<file path="config.mk">
export PLATFORM = sky130hd
export DESIGN_NAME = ov5640_pwr_seq_flat
export DESIGN_NICKNAME = d
export VERILOG_FILES = /design/src/rtl/ov5640_pwr_seq_if.sv /design/src/rtl/ov5640_pwr_seq.sv /design/src/flat_wrapper.sv
export SDC_FILE = /design/constraint.sdc
export NUM_CORES = 1
export LEC_CHECK = 0
export CAP_MARGIN = 40
export CORE_MARGIN = 5
export CORE_UTILIZATION = 40
export DETAILED_ROUTE_END_ITERATION = 16
export GPL_TIMING_DRIVEN = 1
export MAX_ROUTING_LAYER = met4
export PLACE_DENSITY = 0.68
export SLEW_MARGIN = 20
export SYNTH_ARGS = -nofsm -noshare
export SYNTH_HDL_FRONTEND = slang
export SYNTH_SLANG_ARGS = --single-unit
</file>
<file path="constraint.sdc">
create_clock -name sys_clk -period 1.93 [get_ports sys_clk]
set_input_delay 0.386 -clock sys_clk [delete_from_list [all_inputs] [get_ports sys_clk]]
set_output_delay 0.386 -clock sys_clk [all_outputs]
set_load 0.01 [all_outputs]
</file>
<file path="src/rtl/ov5640_pwr_seq_if.sv">
// ov5640_pwr_seq_if: camera-side control and status bundle of the OV5640 power sequencer
interface ov5640_pwr_seq_if;
   logic       cam_restart;
   logic       cfg_done;
   logic       ov5640_pwdn;
   logic       ov5640_rst_n;
   logic       cfg_rst_n;
   logic       power_done;
   logic       cam_ready;
   logic       cam_err;
   logic [1:0] retry_cnt;
   modport master (
      input  cam_restart, cfg_done,
      output ov5640_pwdn, ov5640_rst_n, cfg_rst_n, power_done, cam_ready, cam_err, retry_cnt
   );
   modport slave (
      output cam_restart, cfg_done,
      input  ov5640_pwdn, ov5640_rst_n, cfg_rst_n, power_done, cam_ready, cam_err, retry_cnt
   );
endinterface

</file>
<file path="src/rtl/ov5640_pwr_seq.sv">
// ov5640_pwr_seq: OV5640 PWDN/RESETB bring-up sequencer that gates the SCCB configuration logic
// OV5640_CFG_WATCHDOG_EN builds the configuration watchdog with power-cycle retries.
module ov5640_pwr_seq #(
   parameter int CLK_FREQ       = 50_000_000,
   parameter int T_PWDN_US      = 5000,
   parameter int T_RST_US       = 1000,
   parameter int T_INIT_US      = 20000,
   parameter int CFG_TIMEOUT_US = 100000,
   parameter int MAX_RETRY      = 3
) (
   input logic sys_clk,
   input logic sys_rst,
   ov5640_pwr_seq_if.master bus
);
   localparam int DIV = CLK_FREQ / 1_000_000;
   localparam int PW  = DIV > 1 ? $clog2(DIV) : 1;
   if (CLK_FREQ % 1_000_000 != 0 || DIV < 1) begin : g_bad_freq
      $error("CLK_FREQ must be a positive multiple of 1 MHz");
   end
   if (MAX_RETRY < 0 || MAX_RETRY > 3) begin : g_bad_retry
      $error("MAX_RETRY must be in 0..3");
   end
   typedef enum logic [2:0] {S_PWDN, S_RST, S_INIT, S_CFG, S_READY, S_ERR} state_t;
   state_t          state_q, state_d;
   logic [PW-1:0]   pre_q, pre_d;
   logic [16:0]     us_q, us_d, lim;
   logic [1:0]      retry_q, retry_d;
   logic            run_q;
   logic            tick, expire, clr;
   logic            pwdn_q, pwdn_d, rst_n_q, rst_n_d, cfg_rst_n_q, cfg_rst_n_d;
   logic            power_done_q, power_done_d, cam_ready_q, cam_ready_d, cam_err_q, cam_err_d;
   always_comb begin
      tick   = pre_q == PW'(DIV - 1);
      lim    = state_q == S_PWDN ? 17'(T_PWDN_US - 1) :
               state_q == S_RST  ? 17'(T_RST_US - 1)  :
               state_q == S_INIT ? 17'(T_INIT_US - 1) : 17'(CFG_TIMEOUT_US - 1);
      // the first edge out of reset is the PWDN entry edge, so nothing expires on it
      expire = run_q && tick && us_q == lim;
      state_d = state_q;
      retry_d = retry_q;
      if (bus.cam_restart) begin
         state_d = S_PWDN;
         retry_d = '0;
      end else if (state_q == S_PWDN && expire) state_d = S_RST;
      else if (state_q == S_RST && expire) state_d = S_INIT;
      else if (state_q == S_INIT && expire) state_d = S_CFG;
      else if (state_q == S_CFG && bus.cfg_done) state_d = S_READY;
`ifdef OV5640_CFG_WATCHDOG_EN
      else if (state_q == S_CFG && expire) begin
         state_d = retry_q < 2'(MAX_RETRY) ? S_PWDN : S_ERR;
         retry_d = retry_q < 2'(MAX_RETRY) ? retry_q + 2'd1 : retry_q;
      end
`endif
   end
   always_comb begin
      clr          = !run_q || bus.cam_restart || state_d != state_q;
      pre_d        = clr || tick ? '0 : pre_q + PW'(1);
      us_d         = clr ? '0 : us_q + 17'(tick);
      pwdn_d       = state_d == S_PWDN || state_d == S_ERR;
      rst_n_d      = state_d inside {S_INIT, S_CFG, S_READY};
      cfg_rst_n_d  = state_d inside {S_CFG, S_READY};
      power_done_d = state_d inside {S_CFG, S_READY};
      cam_ready_d  = state_d == S_READY;
`ifdef OV5640_CFG_WATCHDOG_EN
      cam_err_d    = state_d == S_ERR;
`else
      cam_err_d    = 1'b0;
`endif
   end
   always_ff @(posedge sys_clk) begin
      if (sys_rst) begin
         state_q      <= S_PWDN;
         pre_q        <= '0;
         us_q         <= '0;
         retry_q      <= '0;
         run_q        <= 1'b0;
         pwdn_q       <= 1'b1;
         rst_n_q      <= 1'b0;
         cfg_rst_n_q  <= 1'b0;
         power_done_q <= 1'b0;
         cam_ready_q  <= 1'b0;
         cam_err_q    <= 1'b0;
      end else begin
         state_q      <= state_d;
         pre_q        <= pre_d;
         us_q         <= us_d;
         retry_q      <= retry_d;
         run_q        <= 1'b1;
         pwdn_q       <= pwdn_d;
         rst_n_q      <= rst_n_d;
         cfg_rst_n_q  <= cfg_rst_n_d;
         power_done_q <= power_done_d;
         cam_ready_q  <= cam_ready_d;
         cam_err_q    <= cam_err_d;
      end
   end
   assign bus.ov5640_pwdn  = pwdn_q;
   assign bus.ov5640_rst_n = rst_n_q;
   assign bus.cfg_rst_n    = cfg_rst_n_q;
   assign bus.power_done   = power_done_q;
   assign bus.cam_ready    = cam_ready_q;
   assign bus.cam_err      = cam_err_q;
   assign bus.retry_cnt    = retry_q;
endmodule
</file>
<file path="src/flat_wrapper.sv">
// flat-port wrapper written by rule: the top's interface ports become plain ports
module ov5640_pwr_seq_flat 
#(
   parameter int CLK_FREQ       = 50_000_000,
   parameter int T_PWDN_US      = 5000,
   parameter int T_RST_US       = 1000,
   parameter int T_INIT_US      = 20000,
   parameter int CFG_TIMEOUT_US = 100000,
   parameter int MAX_RETRY      = 3
)
  (sys_clk, sys_rst, bus_cam_restart, bus_cfg_done, bus_ov5640_pwdn, bus_ov5640_rst_n, bus_cfg_rst_n, bus_power_done, bus_cam_ready, bus_cam_err, bus_retry_cnt);
  ov5640_pwr_seq_if bus_i ();
  input logic sys_clk;
  input logic sys_rst;
  input wire logic [$bits(bus_i.cam_restart)-1:0] bus_cam_restart;
  input wire logic [$bits(bus_i.cfg_done)-1:0] bus_cfg_done;
  output wire logic [$bits(bus_i.ov5640_pwdn)-1:0] bus_ov5640_pwdn;
  output wire logic [$bits(bus_i.ov5640_rst_n)-1:0] bus_ov5640_rst_n;
  output wire logic [$bits(bus_i.cfg_rst_n)-1:0] bus_cfg_rst_n;
  output wire logic [$bits(bus_i.power_done)-1:0] bus_power_done;
  output wire logic [$bits(bus_i.cam_ready)-1:0] bus_cam_ready;
  output wire logic [$bits(bus_i.cam_err)-1:0] bus_cam_err;
  output wire logic [$bits(bus_i.retry_cnt)-1:0] bus_retry_cnt;
  assign bus_i.cam_restart = bus_cam_restart;
  assign bus_i.cfg_done = bus_cfg_done;
  assign bus_ov5640_pwdn = bus_i.ov5640_pwdn;
  assign bus_ov5640_rst_n = bus_i.ov5640_rst_n;
  assign bus_cfg_rst_n = bus_i.cfg_rst_n;
  assign bus_power_done = bus_i.power_done;
  assign bus_cam_ready = bus_i.cam_ready;
  assign bus_cam_err = bus_i.cam_err;
  assign bus_retry_cnt = bus_i.retry_cnt;
  ov5640_pwr_seq #(.CLK_FREQ(CLK_FREQ), .T_PWDN_US(T_PWDN_US), .T_RST_US(T_RST_US), .T_INIT_US(T_INIT_US), .CFG_TIMEOUT_US(CFG_TIMEOUT_US), .MAX_RETRY(MAX_RETRY)) u_core (.sys_clk(sys_clk), .sys_rst(sys_rst), .bus(bus_i));
endmodule
</file>
==> results list <==
* Fraction of post-synthesis cell area in the top cell type by area: 0.409
* Wire length of the first global-routing pass: 5350 um
- Failing checks: negative setup slack
- Most repeated cell in the gate-level netlist after synthesis: dfxtp_1
* Core outline area: around 3700 um2
* Register clock-pin slew on the reported worst setup and hold paths: 0.06 ns
- Measured along the x axis, the die boundary spans approximately 70 um.
- Entering global routing, the biggest net connects 16 pins.
- Max-cap violations: 0
* Initial Util: 0.414
* Per-cell routed wire length: 12.1 um
- In the synthesized netlist the async set-or-reset flop fraction comes to 0.
* Via count: 1332
- Post-layout instance area: 2160 um2
- Cell area after technology mapping: 1520 um2
* Final-report max-slew violation count: 0
- Required time at the endpoint of the critical path: 2.10 ns
- Initial antenna violation count: 0
* Avg Cell Area, Syn: around 8.6 um2
- Final ANT Viol Nets: 0
- In the final layout, the share of cells above drive strength 1 is 0.360.
- CTS tree: done
* Power density cells: 573 nW/um2
* Via count of the first global-routing pass: 1264
- After global routing the overflow that remains totals 0.
- Leaving out filler cells and counting taps, the final layout contains 270.
- The floorplan step set the die height to 71.6 um.
- The floorplan step defined a die boundary enclosing approximately 5100 um2.
- HPWL Detailed: 2360 um
* Result of the run: finished with violations
- Final WL: 3270 um
- DRC Markers: 0
- For this design, the sink count on the clock tree is 31.
- In this run the cell area measured after placement is ~1900 um2.
- Starting DRC count in detailed routing: 48
- In the finished design, the share of the clock period the worst path needs comes to 1.06.
* Worst-case clock skew: 0.00461 ns
- Total Power Consumption: 1.24 mW
- After filler insertion, the fill cell instance count of the layout stands at 310.
- Counting instances, the worst hold path has a depth of 2.
- In this run, synthesis inferred 0 flip-flops with an integrated enable.
- At the end of the flow the core is filled with cells to 0.589.
- On the critical path, the stage with the largest delay is an instance of dfxtp_2.
* CP cell instances: inv_2 > ha_4 > nand4b_1 > buf_4 > nor4_4 > nand3_2 > nor4b_4 > a21o_2 > clkbuf_16 > nor2_2
* Post-layout minimum cycle time: approximately 2 ns
* Global placer's final weighted congestion: between 0.8 and 0.9
* Placed instance count: 260
* Commonest cells in the netlist: 31 x dfxtp_1, 24 x nor2_1, 13 x nand2_1, 12 x xnor2_1
* Synth top area cells: dfxtp_1 41%, xnor2_1 6.9%, nor2_1 5.9%
- The worst setup path is of the register to register kind.
- Using the TritonRoute via totals, the vias-per-cell ratio works out to slightly below 5.
- Max clock buf depth: 2
* Flip-flop and latch count after synthesis: 31
- The worst setup path is launched from a register.
* Row count: 22
- Synthesis Warnings: 0
- CTS H-tree depth: 2
- Count of buffers inserted at the top-level ports: 8
* Latest clock arrival within the worst-skew pair: 0.28 ns
- Derived from the worst setup path, the maximum achievable clock frequency is about 490 MHz.
- Synthesis produced a netlist whose cell count is 177.
* Worst ir drop on vdd: about 400 uV
* I/O pin cnt: 12
- The worst register-to-register path has a setup slack of -0.12 ns.
* Cell variety after synth: 40
- Largest stage delay on the critical path: 0.32 ns
* Number of nets in the layout: 229
- Leakage: 0.789 nW
- Cell type contributing the most total cell area after synthesis: dfxtp_1
* Setup repair after global routing missed its margin: yes
- The final hold violation count came to 0.
* Total routing usage reported by global routing: 0.139
- The most used flip-flop cell after synthesis is dfxtp_1.
* FF-to-FF path depth: 10
* Clock tree root buffer cell: clkbuf_8
* Max Fanout on Critical Path: 7
* CTS Buf Count: 5
* Crit path setup slack, layout: -0.119 ns
- Number of antenna cells inserted: 0
- Final-layout setup total negative slack: -2.20 ns
- The area growth from synthesis to layout is 42.2%.
* Post-synthesis sequential area ratio: 0.409
* 1st-pass router iterations: 4
* Number of failing setup endpoints in the final timing report: 25
- Class of the worst hold path: register to register
- Arrival time at the worst endpoint: 2.22 ns
- STA classifies the critical path endpoint as a register.
layer usage:
metal	global-route usage	routed length, um	up-vias	share of wire
li1	-	-	687	-
met1	0.153	1470	619	0.45
met2	0.228	1610	18	0.49
met3	0.0477	111	8	0.034
met4	0.0626	74	0	0.023
met5	-	0	-	0
cell families after synthesis:
group,Yosys count,share of synthesized area
xor+xnor,19,0.110
fa+ha+maj,4,0.0330
other cells,1,0.00247
compound gates,19,0.0899
simple gates,82,0.278
flops,31,0.409
mux,2,0.0132
buf+inv,19,0.0643
path summary, 6_finish.rpt:
path,startpoint,endpoint
min reg2reg,u_core.pre_q[0],u_core.pre_q[1]
min,u_core.pre_q[0],u_core.pre_q[1]
max,u_core.pre_q[1],u_core.us_q[4]
max reg2reg,u_core.pre_q[1],u_core.us_q[4]
critical path: cells and delay by family (launching register included):
family,cells,cell delay [ns]
fa+ha+maj,1,0.11
buf+inv,3,0.41
simple gates,5,0.85
compound gates,1,0.25
flops,1,0.32
registers in the layout, indices dropped and copies added (netlist names):
signal and flops:
u_core.us_q 17, u_core.state_q 3, u_core.pre_q 6, u_core.bus.ov5640_rst_n 1, u_core.bus.ov5640_pwdn 1, u_core.bus.cfg_rst_n 1
u_core.run_q 1, u_core.bus.cam_ready 1
what timing repair did:
item	in CTS	in global routing
pin swaps	7	15
hold buffers	0	0
setup endpoints to repair	27	27
gates cloned	0	1
buffers inserted	0	1
gates resized for setup	7	29
power breakdown:
| part | switching (mW) | total (mW) | internal (mW) |
|---|---|---|---|
| Combinational | 0.0189 | 0.0385 | 0.0195 |
| Clock | 0.230 | 0.555 | 0.325 |
| Sequential | 0.00231 | 0.643 | 0.641 |
per-stage QoR:
step | setup WS [ns] | hold WS (ns)
6_report | -0.119 | 0.546
3_5_place_dp | -0.146 | 0.529
3_3_place_gp | -0.132 | 0.521
4_1_cts | -0.0624 | 0.537
5_1_grt | -0.182 | 0.580
2_1_floorplan | -0.0222 | 0.443
area by class of cell:
class / count / area [um2] / area share
multi-input combinational: 129 / 942 / 0.437
sequential: 31 / 629 / 0.292
inverter: 9 / 33.8 / 0.0157
clock buffer: 8 / 100 / 0.0464
timing repair buffer: 45 / 392 / 0.182
tap: 48 / 60.1 / 0.0278
cells in the final DEF (no fill, tap or decap), drive strengths merged, types with 2 or more instances in the layout:
cell,Yosys,layout
a21boi,2,2
a21o,2,2
a21oi,4,4
a31oi,2,2
and3,4,4
buf,9,36
clkbuf,1,9
clkdlybuf4s50,0,8
conb,1,3
dfxtp,31,31
ha,4,4
inv,9,9
mux2i,2,2
nand2,13,13
nand3,10,10
nand4,3,3
nand4b,3,3
nor2,25,25
nor3,10,10
nor3b,2,2
nor4,2,2
nor4b,2,2
o21a,2,2
o21ai,3,3
or2,2,2
xnor2,12,12
xor2,7,7
No activity file was read; power rests on OpenSTA's default activity.
